## src/rtl/soc_design_dma_0_pkg.sv

```systemverilog
// rtl/soc_design_dma_0_pkg.sv - shared constants and types for the dma_0 transfer controller
// Purpose: CSR word offsets, status/control bit positions and the sequencer state type.
// Ports: none (package).
package soc_design_dma_0_pkg;

    localparam logic [2:0] CSR_STATUS  = 3'd0;
    localparam logic [2:0] CSR_RADDR   = 3'd1;
    localparam logic [2:0] CSR_WADDR   = 3'd2;
    localparam logic [2:0] CSR_LENGTH  = 3'd3;
    localparam logic [2:0] CSR_CONTROL = 3'd6;

    localparam int ST_DONE     = 0;
    localparam int ST_BUSY     = 1;
    localparam int ST_LEN_ZERO = 2;

    localparam int CTL_GO  = 0;
    localparam int CTL_IEN = 1;

    typedef enum logic {
        IDLE = 1'b0,
        RUN  = 1'b1
    } state_e;

endpackage

```

## src/rtl/soc_design_dma_0_occ_counter.sv

```systemverilog
// rtl/soc_design_dma_0_occ_counter.sv - up/down count of words buffered between read and write masters
// Purpose: tracks FIFO occupancy and flags when the post-update count leaves no free slot.
// Ports:
//   clk, reset_n   clock, asynchronous active-low reset
//   clk_en_i       global enable; the count only moves when high
//   clr_i          load zero (start of a new transfer)
//   inc_i, dec_i   accepted read word / accepted write word this cycle
//   occ_o          registered occupancy
//   full_o         occupancy after this cycle's inc/dec has reached DEPTH
module soc_design_dma_0_occ_counter #(
    parameter int DEPTH = 32,
    parameter int OCC_W = $clog2(DEPTH) + 1
) (
    input  logic             clk,
    input  logic             reset_n,
    input  logic             clk_en_i,
    input  logic             clr_i,
    input  logic             inc_i,
    input  logic             dec_i,
    output logic [OCC_W-1:0] occ_o,
    output logic             full_o
);

    localparam logic [OCC_W-1:0] DEPTH_C = OCC_W'(DEPTH);

    logic [OCC_W-1:0] occ_q;
    logic [OCC_W-1:0] occ_d;
    logic [OCC_W-1:0] occ_next;

    // A simultaneous inc and dec cancel, so occupancy is unchanged.
    assign occ_next = occ_q + OCC_W'(inc_i) - OCC_W'(dec_i);
    assign occ_d    = clr_i ? '0 : occ_next;
    assign full_o   = (occ_next >= DEPTH_C);
    assign occ_o    = occ_q;

    always_ff @(posedge clk or negedge reset_n) begin
        if (!reset_n) begin
            occ_q <= '0;
        end else if (clk_en_i) begin
            occ_q <= occ_d;
        end
    end

endmodule

```

## src/rtl/soc_design_dma_0_xfer_ctrl.sv

```systemverilog
// rtl/soc_design_dma_0_xfer_ctrl.sv - dma_0 transfer sequencer: CSR file, address/length counters, done/irq
// Purpose: owns the channel CSRs, sequences one transfer from go to last written word,
//          feeds the read engine go/p1_done_read/p1_fifo_full and raises done/irq.
// Ports:
//   clk, reset_n          clock, asynchronous active-low reset
//   clk_en                global enable for every register
//   csr_*                 Avalon-style CSR slave; csr_readdata registered, 1-cycle latency
//   go                    run enable to the read engine (high while RUN)
//   p1_done_read          no reads remain after this cycle
//   p1_fifo_full          no free FIFO slot after this cycle
//   inc_read, inc_write   word accepted by the read / write engine
//   read_address, write_address  live address counters
//   irq                   done & interrupt enable
module soc_design_dma_0_xfer_ctrl
    import soc_design_dma_0_pkg::*;
#(
    parameter int ADDR_W     = 32,
    parameter int LEN_W      = 13,
    parameter int FIFO_DEPTH = 32,
    parameter int BYTES_PW   = 4
) (
    input  logic              clk,
    input  logic              reset_n,
    input  logic              clk_en,
    input  logic [2:0]        csr_address,
    input  logic              csr_chipselect,
    input  logic              csr_write_n,
    input  logic [31:0]       csr_writedata,
    output logic [31:0]       csr_readdata,
    output logic              go,
    output logic              p1_done_read,
    output logic              p1_fifo_full,
    input  logic              inc_read,
    input  logic              inc_write,
    output logic [ADDR_W-1:0] read_address,
    output logic [ADDR_W-1:0] write_address,
    output logic              irq
);

    localparam int OCC_W = $clog2(FIFO_DEPTH) + 1;
    localparam logic [LEN_W-1:0]  LEN_STEP  = LEN_W'(BYTES_PW);
    localparam logic [LEN_W-1:0]  LEN_MASK  = ~LEN_W'(BYTES_PW - 1);
    localparam logic [ADDR_W-1:0] ADDR_STEP = ADDR_W'(BYTES_PW);

    state_e             state_q, state_d;
    logic               ctrl_go_q, ctrl_go_d;
    logic               ien_q, ien_d;
    logic               done_q, done_d;
    logic [ADDR_W-1:0]  raddr_csr_q, raddr_csr_d;
    logic [ADDR_W-1:0]  waddr_csr_q, waddr_csr_d;
    logic [LEN_W-1:0]   length_q, length_d;
    logic [LEN_W-1:0]   rd_len_q, rd_len_d;
    logic [LEN_W-1:0]   wr_len_q, wr_len_d;
    logic [ADDR_W-1:0]  read_address_q, read_address_d;
    logic [ADDR_W-1:0]  write_address_q, write_address_d;
    logic [31:0]        rdata_q, rdata_d;

    logic [OCC_W-1:0]   occ;
    logic               running;
    logic               csr_wr, csr_rd;
    logic               wr_status, wr_raddr, wr_waddr, wr_length, wr_control;
    logic               rd_ok, wr_ok, last_wr, start;

    assign running    = (state_q == RUN);
    assign csr_wr     = csr_chipselect & ~csr_write_n;
    assign csr_rd     = csr_chipselect & csr_write_n;
    assign wr_status  = csr_wr & (csr_address == CSR_STATUS);
    assign wr_raddr   = csr_wr & (csr_address == CSR_RADDR);
    assign wr_waddr   = csr_wr & (csr_address == CSR_WADDR);
    assign wr_length  = csr_wr & (csr_address == CSR_LENGTH);
    assign wr_control = csr_wr & (csr_address == CSR_CONTROL);

    // Engine strobes that would underflow a counter are dropped here.
    assign rd_ok   = running & inc_read & (rd_len_q != '0);
    assign wr_ok   = running & inc_write & (occ != '0);
    assign last_wr = wr_ok & (wr_len_q == LEN_STEP);
    assign start   = ~running & wr_control & csr_writedata[CTL_GO] & (length_q != '0);

    soc_design_dma_0_occ_counter #(
        .DEPTH (FIFO_DEPTH),
        .OCC_W (OCC_W)
    ) u_occ (
        .clk      (clk),
        .reset_n  (reset_n),
        .clk_en_i (clk_en),
        .clr_i    (start),
        .inc_i    (rd_ok),
        .dec_i    (wr_ok),
        .occ_o    (occ),
        .full_o   (p1_fifo_full)
    );

    always_comb begin
        state_d         = state_q;
        ctrl_go_d       = ctrl_go_q;
        ien_d           = ien_q;
        done_d          = done_q;
        raddr_csr_d     = raddr_csr_q;
        waddr_csr_d     = waddr_csr_q;
        length_d        = length_q;
        rd_len_d        = rd_len_q;
        wr_len_d        = wr_len_q;
        read_address_d  = read_address_q;
        write_address_d = write_address_q;
        rdata_d         = rdata_q;

        // Clear first so a same-cycle completion still leaves done set.
        if (wr_status) done_d = 1'b0;
        if (wr_control) ien_d = csr_writedata[CTL_IEN];

        unique case (state_q)
            IDLE: begin
                ctrl_go_d = 1'b0;
                if (wr_raddr)  raddr_csr_d = ADDR_W'(csr_writedata);
                if (wr_waddr)  waddr_csr_d = ADDR_W'(csr_writedata);
                if (wr_length) length_d    = csr_writedata[LEN_W-1:0] & LEN_MASK;
                if (wr_control && csr_writedata[CTL_GO]) begin
                    if (start) begin
                        state_d         = RUN;
                        ctrl_go_d       = 1'b1;
                        rd_len_d        = length_q;
                        wr_len_d        = length_q;
                        read_address_d  = raddr_csr_q;
                        write_address_d = waddr_csr_q;
                    end else begin
                        // Zero-length request completes without running.
                        done_d = 1'b1;
                    end
                end
            end
            RUN: begin
                if (rd_ok) begin
                    read_address_d = read_address_q + ADDR_STEP;
                    rd_len_d       = rd_len_q - LEN_STEP;
                end
                if (wr_ok) begin
                    write_address_d = write_address_q + ADDR_STEP;
                    wr_len_d        = wr_len_q - LEN_STEP;
                end
                if (wr_control) ctrl_go_d = csr_writedata[CTL_GO];
                if (last_wr) begin
                    done_d    = 1'b1;
                    ctrl_go_d = 1'b0;
                    state_d   = IDLE;
                end else if (wr_control && !csr_writedata[CTL_GO]) begin
                    // Abort: counters and occupancy are left where they stopped.
                    state_d = IDLE;
                end
            end
            default: state_d = IDLE;
        endcase

        if (csr_rd) begin
            rdata_d = '0;
            case (csr_address)
                CSR_STATUS: begin
                    rdata_d[ST_DONE]     = done_q;
                    rdata_d[ST_BUSY]     = running;
                    rdata_d[ST_LEN_ZERO] = (length_q == '0);
                end
                CSR_RADDR:  rdata_d = 32'(raddr_csr_q);
                CSR_WADDR:  rdata_d = 32'(waddr_csr_q);
                CSR_LENGTH: rdata_d = 32'(length_q);
                CSR_CONTROL: begin
                    rdata_d[CTL_GO]  = ctrl_go_q;
                    rdata_d[CTL_IEN] = ien_q;
                end
                default: rdata_d = '0;
            endcase
        end
    end

    always_ff @(posedge clk or negedge reset_n) begin
        if (!reset_n) begin
            state_q         <= IDLE;
            ctrl_go_q       <= 1'b0;
            ien_q           <= 1'b0;
            done_q          <= 1'b0;
            raddr_csr_q     <= '0;
            waddr_csr_q     <= '0;
            length_q        <= '0;
            rd_len_q        <= '0;
            wr_len_q        <= '0;
            read_address_q  <= '0;
            write_address_q <= '0;
            rdata_q         <= '0;
        end else if (clk_en) begin
            state_q         <= state_d;
            ctrl_go_q       <= ctrl_go_d;
            ien_q           <= ien_d;
            done_q          <= done_d;
            raddr_csr_q     <= raddr_csr_d;
            waddr_csr_q     <= waddr_csr_d;
            length_q        <= length_d;
            rd_len_q        <= rd_len_d;
            wr_len_q        <= wr_len_d;
            read_address_q  <= read_address_d;
            write_address_q <= write_address_d;
            rdata_q         <= rdata_d;
        end
    end

    assign go            = running;
    assign irq           = done_q & ien_q;
    assign csr_readdata  = rdata_q;
    assign read_address  = read_address_q;
    assign write_address = write_address_q;
    assign p1_done_read  = (rd_len_q == '0) | ((rd_len_q == LEN_STEP) & inc_read);

    a_read_underflow: assert property (@(posedge clk) disable iff (!reset_n)
        !(clk_en && running && inc_read && (rd_len_q == '0)));
    a_write_underflow: assert property (@(posedge clk) disable iff (!reset_n)
        !(clk_en && running && inc_write && (occ == '0)));

endmodule

```

## config.mk

```make
export PLATFORM = sky130hd
export DESIGN_NAME = soc_design_dma_0_xfer_ctrl
export DESIGN_NICKNAME = d
export VERILOG_FILES = /design/src/rtl/soc_design_dma_0_pkg.sv /design/src/rtl/soc_design_dma_0_occ_counter.sv /design/src/rtl/soc_design_dma_0_xfer_ctrl.sv
export SDC_FILE = /design/constraint.sdc
export NUM_CORES = 1
export LEC_CHECK = 0
export ABC_AREA = 0
export ABC_CLOCK_PERIOD_IN_PS = 4150
export CORE_MARGIN = 1
export CORE_UTILIZATION = 50
export DETAILED_ROUTE_END_ITERATION = 7
export MAX_ROUTING_LAYER = met4
export PLACE_DENSITY = 0.85
export SYNTH_ARGS = -nofsm -noshare
export SYNTH_HDL_FRONTEND = slang
export SYNTH_SLANG_ARGS = --single-unit
```

## constraint.sdc

```tcl
create_clock -name clk -period 4.15 [get_ports clk]
set_input_delay 0.83 -clock clk [delete_from_list [all_inputs] [get_ports clk]]
set_output_delay 0.83 -clock clk [all_outputs]
set_load 0.02 [all_outputs]
```

==> flow_summary.yaml, run 1 <==
run_status:
  status: "completed"
final_layout:
  fillerInstances: 1638
  fin_nets: 1249
  layout-drive-gt1-share_pct: 15.6
  regArea_sq_um: 5080
  antenna_cells: 0
  multi_input_area_sq_um: 5240
  fin_util_pct: 62.7
  synthToLayoutAreaGrowth_pct: 23.1
cts:
  clock_sinks: 203
  cts.clk_slew.worst_paths_ns: 0.05
  htree_levels: 1
  cts_tree: "done"
  cts-root-buf: "clkbuf_16"
  post_cts.repair.setup_buffers: 0
  clk_latency_ns: 0.51
  cts-buffers-inserted: 23
  clock_path_buffers: 3
  hold_buffers: 0
setup_path:
  cp.buffers_inverters: 4
  cp-end-kind: "primary output"
  r2r_cells: 6
  worstPathMaxFanout: 3
  cp.arrival_ns: 3.11
  r2r_slack_ns: 1.06
  path_cells: "inv_1, ha_1, nand4bb_1, nand2_1, inv_1, ha_1, inv_1, ha_1, a21o_1, a311o_1, a21oi_2, xor2_2, buf_6"
  startpoint: "u_occ.occ_o[3]$_DFFE_PN0P_"
  start_kind: "flip-flop"
  critPathSlowestCell: "dfrtp_1"
  rr_startpoint: "go$_DFFE_PN0P_"
  worst_r2r_endpoint: "rd_len_q[8]$_DFFE_PN0P_"
  worstPathRequired_ns: 3.32
  slowest_delay_ns: 0.38
  critical_path.top_delay_family: "compound AO/OA/AOI/OAI gates"
  crit_type: "reg2out"
routing:
  drt-initial-drc-count: 994
  vias: 9860
  viasPerCell: 6.65
  postRouteWirelength_microns: 33700
  drc_errors: 0
  ant_nets: 0
  dr.pass1.iters: 6
  wl_per_cell_microns: 22.7
floorplanning:
  die_w_microns: 148
  rows: 53
  ios: 142
  die_h_microns: 148
  core_sq_um: 21000
  initial_utilization_pct: 50.9
  die-area_sq_um: 22000
power_and_ir_drop:
  power_density_nw_per_um2: 508
  ir_worst_vdd_mv: 0.305
  p_leak_uw: 0.00559
  power_uw: 6690
synth:
  yosysWarnings: 0
  synth_area_sq_um: 10700
  syn_nets: 1117
  ys_seq_area_share_pct: 47.4
  ys_types: 83
  synth_cells: 1060
  syn_avg_cell_area_sq_um: 10.1
  synth_top_area_share_pct: 47.4
  synthTopCellsByCount: "dfrtp_1, nand2_1, mux2_2, o21ai_0, a21oi_1"
  synth_top_area_cell: "dfrtp_1"
  synth-edff-count: 0
  yosysMostFrequentCell: "dfrtp_1"
  async_flop_share_pct: 100
  synth_area_leaders: "dfrtp_1, mux2_2, o21ai_0"
  ys_seq_elements: 203
  synthFlopType: "dfrtp_1"
sta:
  worstMarginPinSlew_ns: 1.03
  max_slew_margin_pct: 31.6
  rsz0062_at_grt: "false"
  period_minus_slack_ns: 3.94
  hold-worst-slack_ns: 0.365
  layout_setup_ws_ns: 0.211
  setup_violations: 0
  fmax_mhz: 254
  finalHoldViolCount: 0
  skew_ns: 0.0133
  drv_slew: 0
  fin_crit_sh_pct: 94.9
global_routing:
  antenna_found_initial: 0
  grt_usage_pct: 31.8
  grt_start_max_net_pins: 92
  grt_pass1_wl_microns: 52900
  overflow: 0
  first_global_vias: 9486
placement:
  hpwlAfterDp_microns: 23000
  place_congestion: 0.973
  dp_slack_ns: -0.395
  io_buffer_count: 141
hold_path:
  worst_hold_path_type: "in2async"
job:
  drv_cap: 0
==> placed cells by master, fill, tap and decap left out, drive strengths merged, types with 14 or more instances in the layout <==
master / count
a21oi: 57
o22ai: 31
a22oi: 42
mux2: 87
inv: 28
nor3: 26
nand3: 38
clkdlybuf4s50: 138
nand2: 92
nand4: 25
clkbuf: 37
and3: 20
nor4: 17
buf: 32
o21ai: 86
ha: 14
nor2: 44
dfrtp: 203
==> what timing repair did <==
action	4_1_cts	5_1_grt
pin swaps	1	2
endpoints found under the hold margin	0	0
resized for setup	4	5
endpoints found under the setup margin	1	1
==> per-layer routing <==
layer	vias to the layer above	part of all wire [%]	track usage (%)
met5	-	0	-
met4	0	3.4	12.2
met3	89	12	6.35
met2	642	45	47.4
met1	4834	40	42.9
li1	4295	-	-
==> state kept, by name, summed over array words and instances, names as in the netlist, 6 cells and up <==
name	cells
read_address	32
raddr_csr_q	32
wr_len_q	11
rd_len_q	11
waddr_csr_q	32
write_address	32
csr_readdata	32
length_q	11
u_occ.occ_o	6
==> worst register-to-register path, cell delays in order, from the launching register on <==
cell and delay (ns):
dfrtp_2 0.37, buf_4 0.69, nor2b_1 0.35, o31a_4 0.24, a22oi_4 0.82, o21ai_0 0.27, a221oi_2 0.25
==> worst max path at each step <==
stage | endpoint | slack (ns) | depth (start not counted)
final | p1_fifo_full | 0.21 | 13
after global routing | p1_fifo_full | 0.007 | 13
after CTS | p1_fifo_full | 0.04 | 12
after detailed placement | p1_fifo_full | -0.40 | 12
after global placement | p1_fifo_full | -0.36 | 12
after floorplan | p1_fifo_full | 0.25 | 11
==> logic make-up after synthesis <==
kind of cell | Yosys count | share of synthesized area, %
AO/OA/AOI/OAI | 330 | 21.1
XOR/XNOR | 4 | 0.327
adder cells (fa/ha/maj) | 15 | 1.82
buffers and inverters | 94 | 3.79
flip-flops | 203 | 47.4
multiplexers | 95 | 9.90
AND/OR/NAND/NOR | 319 | 15.6
==> stage by stage <==
stage	instance area [sq um]	TNS (ns)	cells
final	13200	0	1483
after global routing	13200	0	1483
after CTS	13200	0	1483
after detailed placement	12400	-0.395	1442
after global placement	12400	-0.363	1442
after floorplan	10700	0	1060
==> where the power goes <==
| part | leakage, uW | total, uW | internal [uW] | switching [uW] |
|---|---|---|---|---|
| clock | 0.000377 | 2020 | 1220 | 801 |
| combinational | 0.00261 | 1970 | 900 | 1070 |
| sequential | 0.00260 | 2700 | 2290 | 412 |
==> final cells by class <==
class,instances,share of cell area (%)
clock buffers,36,5.35
clock inverters,5,0.380
inverters,29,0.826
multi-input cells,763,39.7
flip-flops and latches,203,38.6
well taps,275,2.61
repair buffers,172,12.5
Power figures use the tool's default switching activity.
==> inputs of run 2 (changes only) <==
--- a/config.mk
+++ b/config.mk
@@ -9,6 +9,7 @@
 export ABC_CLOCK_PERIOD_IN_PS = 4150
 export CORE_MARGIN = 1
 export CORE_UTILIZATION = 50
+export CTS_BUF_LIST = sky130_fd_sc_hd__clkbuf_4 sky130_fd_sc_hd__clkbuf_8
 export DETAILED_ROUTE_END_ITERATION = 7
 export MAX_ROUTING_LAYER = met4
 export PLACE_DENSITY = 0.85
==> run 2 against run 1 <==
Net effect: maximum frequency decreased by 0.25%; hold slack worse by 0.033 ns; combinational power hardly changed; critical path depth unchanged; first-iteration DRC count decreased by 5.3%; clock power rose by 6%; global-route usage grew 0.19 points; routed wire length decreased by 0.38%; clock-buffer cell count rose by 24; die area unchanged; setup slack worse by 0.010 ns; sequential share of layout area decreased by 0.27 points; critical path type unchanged; critical endpoint unchanged; largest power group unchanged.
==> flow_summary.yaml, run 2 (same netlist as run 1, synthesis figures left out) <==
setup_path:
  cp-end-kind: "primary output"
  slowest_delay_ns: 0.38
  critPathSlowestCell: "a311o_1"
  path_cells: "inv_1, ha_1, nand4bb_1, nand2_1, inv_1, ha_1, inv_1, ha_1, a21o_1, a311o_1, a21oi_2, xor2_2, buf_6"
  critical_path.top_delay_family: "compound AO/OA/AOI/OAI gates"
  crit_type: "reg2out"
  cp.arrival_ns: 3.12
  worstPathMaxFanout: 3
  cp.buffers_inverters: 4
  worstPathRequired_ns: 3.32
  start_kind: "flip-flop"
global_routing:
  first_global_vias: 9631
  grt_start_max_net_pins: 92
  antenna_found_initial: 1
  overflow: 0
  grt_pass1_wl_microns: 53100
  grt_usage_pct: 32.0
final_layout:
  fin_area_sq_um: 13300
  layout_common_cells: "dfrtp_1, clkdlybuf4s50_1, nand2_1"
  synthToLayoutAreaGrowth_pct: 23.9
  layout_commonest_cell: "dfrtp_1"
  fin_nets: 1262
  fin_util_pct: 63.1
  layout-drive-gt1-share_pct: 17.7
routing:
  wl_per_cell_microns: 22.3
  drc_errors: 0
  drt-initial-drc-count: 941
  postRouteWirelength_microns: 33600
  ant_nets: 0
  dr.pass1.iters: 5
  viasPerCell: 6.55
  vias: 9885
sta:
  fin_crit_sh_pct: 95.2
  setup_violations: 0
  rsz0062_at_grt: "false"
  drv_slew: 0
  skew_ns: 0.0286
  tns_ns: 0
  worstMarginPinSlew_ns: 1.02
  finalHoldViolCount: 0
  max_slew_margin_pct: 32.3
  period_minus_slack_ns: 3.95
  fmax_mhz: 253
floorplanning:
  die-area_sq_um: 22000
  die_w_microns: 148
  core_sq_um: 21000
  die_h_microns: 148
  ios: 142
  rows: 53
  initial_utilization_pct: 50.9
power_and_ir_drop:
  power_density_nw_per_um2: 514
  ir_worst_vdd_mv: 0.259
  p_leak_uw: 0.00566
job:
  drv_cap: 0
cts:
  htree_levels: 2
  clock_sinks: 203
  cts.clk_slew.worst_paths_ns: 0.05
  cts-buffers-inserted: 36
  hold_buffers: 0
  cts_tree: "done"
  cts-root-buf: "clkbuf_8"
  clk_latency_ns: 0.54
  clock_path_buffers: 3
  post_cts.repair.setup_buffers: 0
run_status:
  status: "completed"
hold_path:
  worst_hold_path_type: "in2async"
placement:
  dpl_cell_area_sq_um: 12400
  place_congestion: 0.973
  io_buffer_count: 141
  hpwlAfterDp_microns: 23000
run 2: cell count changes in the layout (fill, tap and decap cells not counted), sizes merged:
cell    before  now
bufinv       1    3
clkbuf      37   61
inv         28   29
clkinv       5    2
diode        0    2
run 2: routing by layer:
metal | routed length (microns) | vias to the layer above | part of all wire [%] | track usage, %
met4 | 1060 | 0 | 3.1 | 13.3
met5 | 0 | - | 0 | -
li1 | - | 4318 | - | -
met1 | 13300 | 4857 | 40 | 42.1
met2 | 15200 | 621 | 45 | 47.3
met3 | 3980 | 89 | 12 | 7.88
run 2: what timing repair did:
item / CTS / global route
setup endpoints to repair: 1 / 1
pin swaps: 1 / 3
resized for setup: 4 / 5
hold endpoints to repair: 0 / 0
gates cloned: 0 / 0
run 2: area by class of cell:
| type | count | area, sq um |
|---|---|---|
| Inverter | 29 | 109 |
| Tap cell | 275 | 344 |
| Clock buffer | 60 | 738 |
| Multi-Input combinational cell | 763 | 5240 |
| Sequential cell | 203 | 5080 |
| Fill cell | 1640 | 7750 |
| Clock inverter | 5 | 104 |
| Timing Repair Buffer | 172 | 1650 |
| Antenna cell | 2 | 5.00 |
run 2: per-stage QoR:
stage          total power, uW  std cells  hold WS [ns]  setup slack [ns]
2_1_floorplan             3840       1060         0.453             0.250
5_1_grt                   7140       1509         0.410          0.000604
3_5_place_dp              4620       1442         0.474            -0.395
6_report                  6830       1509         0.332             0.201
3_3_place_gp              4530       1442         0.467            -0.363
4_1_cts                   6750       1507         0.374            0.0382
run 2: worst paths after layout:
kind / start / to / slack, ns / cells after the start
min reg2reg: csr_readdata[3]$_DFFE_PN0P_ / csr_readdata[3]$_DFFE_PN0P_ / 0.48 / 2
max: u_occ.occ_o[4]$_DFFE_PN0P_ / p1_fifo_full / 0.20 / 13
min in group clk: csr_readdata[3]$_DFFE_PN0P_ / csr_readdata[3]$_DFFE_PN0P_ / 0.48 / 2
min: reset_n / csr_readdata[6]$_DFFE_PN0P_ / 0.33 / 1
max in group asynchronous: reset_n / write_address[20]$_DFFE_PN0P_ / 2.81 / 2
max reg2reg: go$_DFFE_PN0P_ / rd_len_q[8]$_DFFE_PN0P_ / 1.07 / 6
run 2: power by group:
group	internal, uW	switching (uW)
sequential	2290	413
clock	1310	844
combinational	900	1070
==> inputs of run 3 (changes only) <==
--- a/config.mk
+++ b/config.mk
@@ -13,6 +13,7 @@
 export DETAILED_ROUTE_END_ITERATION = 7
 export MAX_ROUTING_LAYER = met4
 export PLACE_DENSITY = 0.85
+export RECOVER_POWER = 50
 export SYNTH_ARGS = -nofsm -noshare
 export SYNTH_HDL_FRONTEND = slang
 export SYNTH_SLANG_ARGS = --single-unit
==> run 3 against run 2 <==
Net effect: the flow now finishes with violations (max-capacitance violations, max-slew violations); critical path depth unchanged; sequential power about the same; via count up 0.18%; cell count about the same; setup slack worse by 0.011 ns; die area unchanged; design area down 0.28%; clock-buffer cell count unchanged; highest routed layer unchanged.
==> flow_summary.yaml, run 3 (same netlist as run 1, synthesis figures left out) <==
setup_path:
  cp-end-kind: "primary output"
  worstPathMaxFanout: 3
  crit_type: "reg2out"
  critical_path.top_delay_family: "compound AO/OA/AOI/OAI gates"
  slowest_delay_ns: 0.39
  worstPathRequired_ns: 3.32
  cp.arrival_ns: 3.13
  start_kind: "flip-flop"
  path_cells: "inv_1, ha_1, nand4bb_1, nand2_1, inv_1, ha_1, inv_1, ha_1, a21o_1, a311o_1, a21oi_2, xor2_2, buf_6"
  cp.buffers_inverters: 4
  critPathSlowestCell: "dfrtp_1"
power_and_ir_drop:
  power_uw: 6820
  p_leak_uw: 0.00575
  power_density_nw_per_um2: 515
  ir_worst_vdd_mv: 0.260
sta:
  fin_crit_sh_pct: 95.4
  fmax_mhz: 253
  rsz0062_at_grt: "false"
  max_slew_margin_pct: -53.2
  setup_violations: 0
  tns_ns: 0
  skew_ns: 0.0397
  worstMarginPinSlew_ns: 2.30
  period_minus_slack_ns: 3.96
  finalHoldViolCount: 0
  drv_slew: 198
routing:
  top_layer_used: "met4"
  routed-wl-met3_microns: 4250
  wl_met2_microns: 15100
  wl_per_cell_microns: 22.3
  vias: 9903
  postRouteWirelength_microns: 33600
  ant_nets: 0
  wl_met1_microns: 13100
  drc_errors: 0
  drt-initial-drc-count: 969
  viasPerCell: 6.56
  dr.pass1.iters: 6
run_status:
  status: "finished with violations"
  violations: "max-capacitance violations, max-slew violations"
final_layout:
  synthToLayoutAreaGrowth_pct: 23.6
  layout_commonest_cell: "dfrtp_1"
  layout_common_cells: "dfrtp_1, clkdlybuf4s50_1, nand2_1"
  layout-drive-gt1-share_pct: 17.2
  fin_nets: 1262
  fillerInstances: 1653
cts:
  clock_path_buffers: 3
  cts.clk_slew.worst_paths_ns: 0.06
  clk_latency_ns: 0.55
  cts_tree: "done"
  htree_levels: 2
  clock_sinks: 203
  cts-buffers-inserted: 36
  cts-root-buf: "clkbuf_8"
floorplanning:
  initial_utilization_pct: 50.9
  die-area_sq_um: 22000
  core_sq_um: 21000
  rows: 53
  die_h_microns: 148
  ios: 142
  die_w_microns: 148
placement:
  hpwlAfterDp_microns: 23000
  io_buffer_count: 141
  place_congestion: 0.973
global_routing:
  first_global_vias: 9631
  overflow: 0
  grt_usage_pct: 32.0
  grt_pass1_wl_microns: 53100
  grt_start_max_net_pins: 92
  antenna_found_initial: 2
hold_path:
  worst_hold_path_type: "reg2reg"
job:
  drv_cap: 4
## run 3: cell types whose count changed in the layout (fill, tap and decap cells not counted), sizes merged
cell,before,now
buf,32,23
clkbuf,61,70
clkdlybuf4s50,138,101
diode,2,3
dlygate4sd3,0,37
## run 3: worst min-delay path, cell delays in order (launching register included)
cell and delay [ns]:
dfrtp_1 0.34, nand2_1 0.04, o21ai_0 0.06
## run 3: power by group
| part | internal [uW] | total [uW] | leakage [uW] | switching (uW) |
|---|---|---|---|---|
| sequential | 2290 | 2700 | 0.00260 | 411 |
| clock | 1310 | 2160 | 0.000446 | 847 |
| combinational | 890 | 1960 | 0.00270 | 1070 |
| total | 4490 | 6820 | 0.00575 | 2330 |
## run 3: cell type report
type | instances | area, sq um | share of cell area [%]
inverter | 29 | 109 | 0.823
clock buffer | 60 | 738 | 5.58
multi-input combinational | 763 | 5240 | 39.6
tap | 275 | 344 | 2.60
sequential | 203 | 5080 | 38.4
timing repair buffer | 172 | 1610 | 12.2
antenna | 3 | 7.51 | 0.0567
clock inverter | 5 | 104 | 0.785
## run 3: routing by layer
layer / track usage, % / up-vias
li1: - / 4321
met1: 42.1 / 4852
met2: 47.3 / 625
met3: 7.88 / 105
met4: 13.3 / 0
met5: - / -
## run 3: worst paths after layout
| kind | start | end | slack [ns] | cells after the start |
|---|---|---|---|---|
| worst min register to register | csr_readdata[3]$_DFFE_PN0P_ | csr_readdata[3]$_DFFE_PN0P_ | 0.48 | 2 |
| worst max register to register | go$_DFFE_PN0P_ | rd_len_q[8]$_DFFE_PN0P_ | 0.31 | 6 |
| min in group asynchronous | reset_n | csr_readdata[6]$_DFFE_PN0P_ | 0.94 | 1 |
| worst min-delay path | csr_readdata[3]$_DFFE_PN0P_ | csr_readdata[3]$_DFFE_PN0P_ | 0.48 | 2 |
| worst max-delay path | u_occ.occ_o[3]$_DFFE_PN0P_ | p1_fifo_full | 0.19 | 13 |
| max in group asynchronous | reset_n | csr_readdata[13]$_DFFE_PN0P_ | 0.89 | 2 |
## run 3: through the flow
stage | cells | util [%] | hold WS (ns) | setup WS [ns] | cell area, sq um
detailed placement | 1442 | 59.0 | 0.474 | -0.395 | 12400
global placement | 1442 | 59.0 | 0.467 | -0.363 | 12400
floorplan | 1060 | - | 0.453 | 0.250 | 10700
finish | 1510 | 62.9 | 0.477 | 0.190 | 13200
global route | 1510 | 62.9 | 0.508 | 0.000604 | 13200
CTS | 1507 | 63.0 | 0.374 | 0.0382 | 13200
## run 3: timing repair
item / 4_1_cts / 5_1_grt
gates resized for setup: 4 / 5
buffers inserted: 0 / 0
hold buffers: 0 / 0
setup endpoints to repair: 1 / 1
pin swaps: 1 / 3
